`src/rtl/pipe_stage_regs.sv`:
```
// Pipeline registers for the 5-stage core (IF/ID, ID/EX, EX/MEM, MEM/WB).
// Handles hazard stalls, which hold IF/ID and inject an ID/EX bubble.
// Handles branch/jump squash, which turns the IF/ID entry into a NOP.
// Also keeps saturating stall/flush counters and a sticky runaway-stall flag.
module pipe_stage_regs #(
  parameter logic [31:0] NOP_WORD  = 32'h0000_0000,
  parameter int          MAX_STALL = 2,
  parameter int          CNT_W     = 16
) (
  input  logic             clk,
  input  logic             rst_n,
  input  logic [31:0]      instrIF,
  input  logic [31:0]      pcIF,
  input  logic             stall,
  input  logic             flush,
  input  logic [31:0]      aluEX_Result,
  input  logic [31:0]      EX_StoreData,
  input  logic [31:0]      MEM_RdData,
  output logic             pc_en,
  output logic [31:0]      instrIFID,
  output logic [31:0]      instrIDEX,
  output logic [31:0]      instrEXMEM,
  output logic [31:0]      instrMEMWB,
  output logic [31:0]      pcIFID,
  output logic [31:0]      pcIDEX,
  output logic             vIFID,
  output logic             vIDEX,
  output logic             vEXMEM,
  output logic             vMEMWB,
  output logic [31:0]      aluEXMEM_Data,
  output logic [31:0]      aluMEMWB_Data,
  output logic [31:0]      EXMEM_Data2Mem,
  output logic [31:0]      MEMWB_MemData,
  output logic [CNT_W-1:0] stall_cnt,
  output logic [CNT_W-1:0] flush_cnt,
  output logic             stall_err
);

  // The consecutive-stall counter only needs to reach MAX_STALL; it parks there.
  localparam int                 CONS_W   = (MAX_STALL < 1) ? 1 : $clog2(MAX_STALL + 1);
  localparam logic [CONS_W-1:0]  CONS_MAX = CONS_W'(MAX_STALL);

  logic [CONS_W-1:0] consec;

  // Fetch is frozen exactly while the hazard unit stalls.
  assign pc_en = !stall;

  // IF/ID: hold on stall, squash on flush (stall takes priority), else capture fetch.
  always_ff @(posedge clk) begin
    if (!rst_n) begin
      instrIFID <= NOP_WORD;
      pcIFID    <= '0;
      vIFID     <= 1'b0;
    end else if (!stall) begin
      if (flush) begin
        instrIFID <= NOP_WORD;
        pcIFID    <= '0;
        vIFID     <= 1'b0;
      end else begin
        instrIFID <= instrIF;
        pcIFID    <= pcIF;
        vIFID     <= 1'b1;
      end
    end
  end

  // ID/EX: bubble on stall; otherwise take IF/ID, which on a flush is the branch itself.
  always_ff @(posedge clk) begin
    if (!rst_n) begin
      instrIDEX <= NOP_WORD;
      pcIDEX    <= '0;
      vIDEX     <= 1'b0;
    end else if (stall) begin
      instrIDEX <= NOP_WORD;
      pcIDEX    <= '0;
      vIDEX     <= 1'b0;
    end else begin
      instrIDEX <= instrIFID;
      pcIDEX    <= pcIFID;
      vIDEX     <= vIFID;
    end
  end

  // EX/MEM and MEM/WB always advance; data words load unconditionally, qualified by v*.
  always_ff @(posedge clk) begin
    if (!rst_n) begin
      instrEXMEM     <= NOP_WORD;
      vEXMEM         <= 1'b0;
      aluEXMEM_Data  <= '0;
      EXMEM_Data2Mem <= '0;
      instrMEMWB     <= NOP_WORD;
      vMEMWB         <= 1'b0;
      aluMEMWB_Data  <= '0;
      MEMWB_MemData  <= '0;
    end else begin
      instrEXMEM     <= instrIDEX;
      vEXMEM         <= vIDEX;
      aluEXMEM_Data  <= aluEX_Result;
      EXMEM_Data2Mem <= EX_StoreData;
      instrMEMWB     <= instrEXMEM;
      vMEMWB         <= vEXMEM;
      aluMEMWB_Data  <= aluEXMEM_Data;
      MEMWB_MemData  <= MEM_RdData;
    end
  end

  // Saturating event counters; a flush masked by a stall is not counted.
  always_ff @(posedge clk) begin
    if (!rst_n) begin
      stall_cnt <= '0;
      flush_cnt <= '0;
    end else begin
      if (stall && (stall_cnt != '1)) begin
        stall_cnt <= stall_cnt + CNT_W'(1);
      end
      if (flush && !stall && (flush_cnt != '1)) begin
        flush_cnt <= flush_cnt + CNT_W'(1);
      end
    end
  end

  // Runaway detection: a stall arriving after MAX_STALL stalled edges sets the sticky flag.
  always_ff @(posedge clk) begin
    if (!rst_n) begin
      consec    <= '0;
      stall_err <= 1'b0;
    end else if (stall) begin
      if (consec >= CONS_MAX) begin
        stall_err <= 1'b1;
      end else begin
        consec <= consec + CONS_W'(1);
      end
    end else begin
      consec <= '0;
    end
  end

endmodule

```
`config.mk`:
```
export PLATFORM = sky130hd
export DESIGN_NAME = pipe_stage_regs
export DESIGN_NICKNAME = d
export VERILOG_FILES = /design/src/rtl/pipe_stage_regs.sv
export SDC_FILE = /design/constraint.sdc
export NUM_CORES = 1
export LEC_CHECK = 0
export CAP_MARGIN = 20
export CORE_AREA = 2 2 201 203
export CTS_CLUSTER_SIZE = 8
export DETAILED_ROUTE_END_ITERATION = 8
export DIE_AREA = 0 0 203 205
export GPL_TIMING_DRIVEN = 0
export PLACE_DENSITY = 0.6
export SETUP_SLACK_MARGIN = 0.15
export SLEW_MARGIN = 20
export SYNTH_ARGS = -nofsm -noshare
export SYNTH_HDL_FRONTEND = slang
export SYNTH_SLANG_ARGS = --single-unit
```
`constraint.sdc`:
```
create_clock -name clk -period 5.99 [get_ports clk]
set_input_delay 0.8985 -clock clk [delete_from_list [all_inputs] [get_ports clk]]
set_output_delay 0.8985 -clock clk [all_outputs]
set_load 0.05 [all_outputs]
```
==> results of run 1 <==
==> area by class of cell <==
cell class | count | area, sq um
fill | 3689 | 21600
sequential | 359 | 7190
timing repair buffer | 521 | 5220
multi-input combinational | 473 | 3130
clock buffer | 51 | 1250
tap | 525 | 657
buffer | 56 | 219
clock inverter | 3 | 33.8
inverter | 6 | 22.5
==> metrics by stage <==
step | std cells | util, % | power, mW | hold WS, ns
after floorplan | 894 | - | 2.89 | 0.483
after global placement | 1940 | 41.7 | 3.20 | 0.442
after detailed placement | 1940 | 41.7 | 3.20 | 0.447
after CTS | 1994 | 45.0 | 5.65 | 0.458
after global routing | 1994 | 45.0 | 5.78 | 0.472
final | 1994 | 45.0 | 5.58 | 0.455
==> power by group <==
part,total (mW),internal (mW),switching [mW]
Sequential,2.51,2.47,0.0407
Clock,2.43,1.46,0.968
Combinational,0.642,0.256,0.386
Total,5.58,4.18,1.39
==> routing by layer <==
metal / GRT usage (%) / up-vias / routed length, um
li1: - / 4116 / -
met1: 19.4 / 3999 / 14700
met2: 32.5 / 350 / 19700
met3: 4.50 / 67 / 2640
met4: 6.99 / 0 / 1120
met5: 0 / - / 0
==> state kept, by name (all words and copies together) (netlist names) <==
register	cells
pcIFID	32
aluMEMWB_Data	32
instrEXMEM	32
flush_cnt	16
EXMEM_Data2Mem	32
stall_cnt	16
pcIDEX	32
stall_err	1
instrIFID	32
instrIDEX	32
consec	2
aluEXMEM_Data	32
vMEMWB	1
vEXMEM	1
instrMEMWB	32
MEMWB_MemData	32
vIFID	1
vIDEX	1
==> cells in the mapped netlist, drive strengths merged, types with 2 or more instances <==
cell     count
a21oi        4
a22o        64
a31oi        2
and2       198
and3        68
and4         3
buf          5
clkbuf      51
dfxtp      359
ha           3
inv          5
nand2       13
nand3       12
nand4        5
nor2        25
nor3         9
nor4         3
o2111ai      3
o211ai       2
o21a         6
o21ai       11
o311ai       2
o31ai        2
or2          3
or3          3
xnor2       14
xor2         6
==> worst max-delay path, stage by stage <==
cell	delay, ns
clkdlybuf4s50_1	0.41
buf_2	0.19
inv_1	0.25
clkbuf_1	0.41
clkdlybuf4s50_1	0.90
==> cell usage in the layout (no fill, tap or decap), drive strengths merged, types with 2 or more instances in the layout <==
cell type      netlist  routed
nor4                 3       3
nand3               12      12
o311ai               2       2
or3                  3       3
o21a                 6       6
dfxtp              359     359
and4                 3       3
or2                  3       3
and3                68      68
buf                  5       5
a21oi                4       4
nor2                25      25
xnor2               14      14
a22o                64      64
xor2                 6       6
clkbuf              51     102
o31ai                2       2
o21ai               11      11
and2               198     198
clkinv               1       2
nand2               13      13
nor3                 9       9
o211ai               2       2
nand4                5       5
ha                   3       3
clkdlybuf4s50        0     521
o2111ai              3       3
inv                  5       7
a31oi                2       2
==> cell families (layout without fill, tap and decap cells) <==
family | Yosys count | count (layout) | synth area share, %
buffers and inverters | 62 | 637 | 2.29
flip-flops | 359 | 359 | 68.1
multiplexers | 1 | 1 | 0.0948
adder cells (fa/ha/maj) | 3 | 3 | 0.356
XOR/XNOR | 20 | 20 | 1.66
AND/OR/NAND/NOR | 348 | 348 | 19.8
AO/OA/AOI/OAI | 101 | 101 | 7.75
==> worst paths after layout <==
| kind | start | end | slack [ns] | cells past startpoint |
|---|---|---|---|---|
| max | stall | pc_en | 2.03 | 5 |
| min | aluEXMEM_Data[8]$_SDFF_PN0_ | aluMEMWB_Data[8]$_SDFF_PN0_ | 0.45 | 1 |
| max reg2reg | stall_cnt[0]$_SDFFE_PN0P_ | stall_cnt[14]$_SDFFE_PN0P_ | 3.98 | 6 |
| min reg2reg | aluEXMEM_Data[8]$_SDFF_PN0_ | aluMEMWB_Data[8]$_SDFF_PN0_ | 0.45 | 1 |
==> reports/metrics.csv, run 1 <==
metric;value;unit
critPathMaxFanout;10;
synthesis.nets;1061;
hpwl;29400;um
endpoint_kind;output pin;
drive_gt1_share;4.22;%
initial_core_util;26.8;%
yosysTopAreaCell;dfxtp_1;
diodes;0;
die-width;203;um
finalHoldViolations;0;
wl_per_cell;19.1;um
die_area;41600;sq um
hold_buffers;0;
drt_iter0_markers;248;
dp_slack;1.99;ns
synth_edf_count;0;
cts_resized;0;
grt_pass1_vias;8650;
area_growth;67.8;%
die_y;205;um
cp_data_required_time;5.09;ns
cts_sinks;359;
worst_pin_slew;0.908;ns
clk_latency;0.56;ns
finalWirelength;38200;um
antenna_left;0;
synth.avg_cell_area;11.8;sq um
htree_levels;2;
clock-skew-final;0.00824;ns
fin_crit;3.96;ns
power.density_cell_area;315;nW/um^2
grt_max_degree;14;
gp_congestion;0.796;
netlist_area;10600;sq um
ys_seq_area_share;68.1;%
clkTransAtPathRegs;0.05;ns
setup_viol;0;
grt_use_total;17.7;%
cts_tree;yes;
synthDistinctLibCells;50;
yosysWarnings;0;
critPathKind;in2out;
vias;8532;
status;completed;
grt_pass1_wl;55100;um
synth-seq-cells;359;
p_leak;6.94;nW
synthArstFlopShare;0;%
hold_class;reg2reg;
vias_per_cell;4.28;
max_freq;0.252;GHz
ios;522;
portBuffers;521;
post_cts_buffers;0;
numCtsBuffers;50;
finalCritPeriodShare;66.2;%
fin_area;17700;sq um
antenna_found_initial;1;
synth_top_area_share;68.1;%
start_kind;input port;
ir_drop;0.204;mV
syn-instance-count;894;
critical_path_arrival;3.07;ns
cts_root_buffer;clkbuf_16;
placed_area;16400;sq um
drv_cap;0;
setup_tns;0;ns
rsz0062_at_grt;false;
drt_first_pass_iters;4;
ys.flop_type;dfxtp_1;
rows;73;
gr-total-overflow;0;
synth_area_leaders;dfxtp_1 68%, and2_1 12%, a22o_1 5.3%;
nets;1634;
fin_ws;2.03;ns
relSlewSlack;39.5;%
cts_max_path_buffers;3;
slew_violations;0;
core;39400;sq um
drc;0;
Note: power is estimated with default switching activity, not from simulation.
==> run 2: changes to the inputs <==
--- a/config.mk
+++ b/config.mk
@@ -11,7 +11,7 @@
 export DETAILED_ROUTE_END_ITERATION = 8
 export DIE_AREA = 0 0 203 205
 export GPL_TIMING_DRIVEN = 0
-export PLACE_DENSITY = 0.6
+export PLACE_DENSITY = 0.62
 export SETUP_SLACK_MARGIN = 0.15
 export SLEW_MARGIN = 20
 export SYNTH_ARGS = -nofsm -noshare
==> constraint.sdc (replaced) <==
create_clock -name clk -period 3.25 [get_ports clk]
set_input_delay 0.4875 -clock clk [delete_from_list [all_inputs] [get_ports clk]]
set_output_delay 0.4875 -clock clk [all_outputs]
set_load 0.05 [all_outputs]
==> reports/metrics.csv, run 2 (same netlist as run 1, synthesis figures left out) <==
metric;value;unit;change
gr-total-overflow;0;;unchanged
grt_use_total;17.5;%;was 17.7%
finalHoldViolations;0;;unchanged
total_power;10.4;mW;was 5.58 mW
initial_core_util;26.8;%;unchanged
ios;522;;unchanged
dp.cells;1940;;unchanged
final_common_cell;clkdlybuf4s50_1;;unchanged
clock-skew-final;0.0106;ns;was 0.00824 ns
nets;1635;;was 1634
power.density_cell_area;585;nW/um^2;was 315 nW/um^2
setup_viol;0;;unchanged
cts_resized;1;;was 0
drt_first_pass_iters;4;;unchanged
critical_path_arrival;2.42;ns;was 3.07 ns
fin_crit;2.91;ns;
fin_area;17800;sq um;was 17700 sq um
numCtsBuffers;51;;was 50
p_leak;6.97;nW;was 6.94 nW
endpoint_kind;output pin;;unchanged
clk_latency;0.57;ns;was 0.56 ns
antenna_found_initial;3;;was 1
drive_gt1_share;4.42;%;was 4.22%
wl_per_cell;18.8;um;was 19.1 um
grt_pass1_wl;54700;um;was 55100 um
hpwl;29300;um;was 29400 um
grt_pass1_vias;8736;;was 8650
relSlewSlack;35.2;%;was 39.5%
cp_data_required_time;2.76;ns;was 5.09 ns
max_freq;0.344;GHz;
cts_sinks;359;;unchanged
hold_class;reg2reg;;unchanged
hold_buffers;0;;unchanged
vias_per_cell;4.25;;was 4.28
post_cts_buffers;0;;unchanged
drt_iter0_markers;276;;was 248
clkTransAtPathRegs;0.05;ns;about the same
rows;73;;unchanged
rsz0062_at_grt;false;;unchanged
drv_cap;0;;unchanged
cts_tree;yes;;unchanged
critPathMaxFanout;10;;unchanged
cts_max_path_buffers;3;;unchanged
placed_area;16400;sq um;unchanged
antenna_left;0;;unchanged
start_kind;input port;;unchanged
most-common-layout-cells;520 x clkdlybuf4s50_1, 359 x dfxtp_1, 198 x and2_1;;was 521 x clkdlybuf4s50_1, 359 x dfxtp_1, 198 x and2_1
area_growth;68.5;%;was 67.8%
htree_levels;2;;unchanged
cts_root_buffer;clkbuf_16;;unchanged
die_y;205;um;unchanged
die-width;203;um;unchanged
grt_max_degree;15;;was 14
status;completed;;unchanged
die_area;41600;sq um;unchanged
drc;0;;unchanged
vias;8500;;was 8532
final_cell_count_no_fill;1998;;was 1994
slew_violations;0;;unchanged
fill_cells;3667;;was 3689
core;39400;sq um;unchanged
portBuffers;521;;unchanged
gp_congestion;0.821;;was 0.796
critPathKind;in2out;;unchanged
worst_pin_slew;0.967;ns;was 0.908 ns
setup_tns;0;ns;unchanged
finalCritPeriodShare;89.4;%;
ir_drop;0.416;mV;was 0.204 mV
finalWirelength;37600;um;was 38200 um
==> run 2: cell count changes in the layout (fill, tap and decap cells not counted) <==
cell and delta:
inv_16 +1, clkinv_8 +1, clkinv_4 +1, clkbuf_16 +1, clkbuf_8 +1, diode_2 +1
clkdlybuf4s50_1 -1, inv_6 -2, dlygate4sd2_1 +1
==> run 2: area by class of cell <==
| class | instances | area (sq um) | area share (%) |
|---|---|---|---|
| Multi-Input combinational cell | 473 | 3130 | 17.6 |
| Clock buffer | 53 | 1290 | 7.27 |
| Inverter | 6 | 22.5 | 0.127 |
| Clock inverter | 4 | 61.3 | 0.345 |
| Sequential cell | 359 | 7190 | 40.4 |
| Buffer | 56 | 219 | 1.23 |
| Timing Repair Buffer | 521 | 5210 | 29.3 |
| Antenna cell | 1 | 2.50 | 0.0141 |
| Tap cell | 525 | 657 | 3.69 |
==> run 2: per-stage QoR <==
step,worst slack (ns),hold WS [ns],util [%]
final,0.345,0.454,45.2
after floorplan,0.926,0.483,-
after global routing,0.208,0.461,45.2
after global placement,-0.0123,0.443,41.7
after CTS,0.316,0.454,45.2
after detailed placement,0.00953,0.443,41.7
==> run 2: critical path, cell delays in order <==
cell and delay, ns:
clkdlybuf4s50_1 0.45, buf_2 0.21, inv_1 0.25, clkbuf_1 0.43, dlygate4sd2_1 0.59
==> run 2: layer usage <==
metal  vias up  global-route usage, %  share of wire, %
met3        60                   5.57               7.4
met5         -                      0             0.035
li1       4133                      -                 -
met4         2                   6.28               2.8
met2       339                   31.7                51
met1      3966                   19.3                39
==> run 2: worst paths after layout <==
path                             startpoint                          to  slack [ns]  depth (start not counted)
hold / removal     instrEXMEM[6]$_SDFF_PN0_    instrMEMWB[6]$_SDFF_PN0_        0.45                          1
hold reg to reg    instrEXMEM[6]$_SDFF_PN0_    instrMEMWB[6]$_SDFF_PN0_        0.45                          1
setup reg to reg  stall_cnt[0]$_SDFFE_PN0P_  stall_cnt[14]$_SDFFE_PN0P_        1.22                          6
setup / recovery                      stall                       pc_en        0.34                          5
==> run 2: report_power, final <==
part	switching (mW)	total [mW]	internal, mW
Sequential	0.0720	4.62	4.55
Clock	1.81	4.59	2.78
Combinational	0.711	1.18	0.471
Total	2.59	10.4	7.81
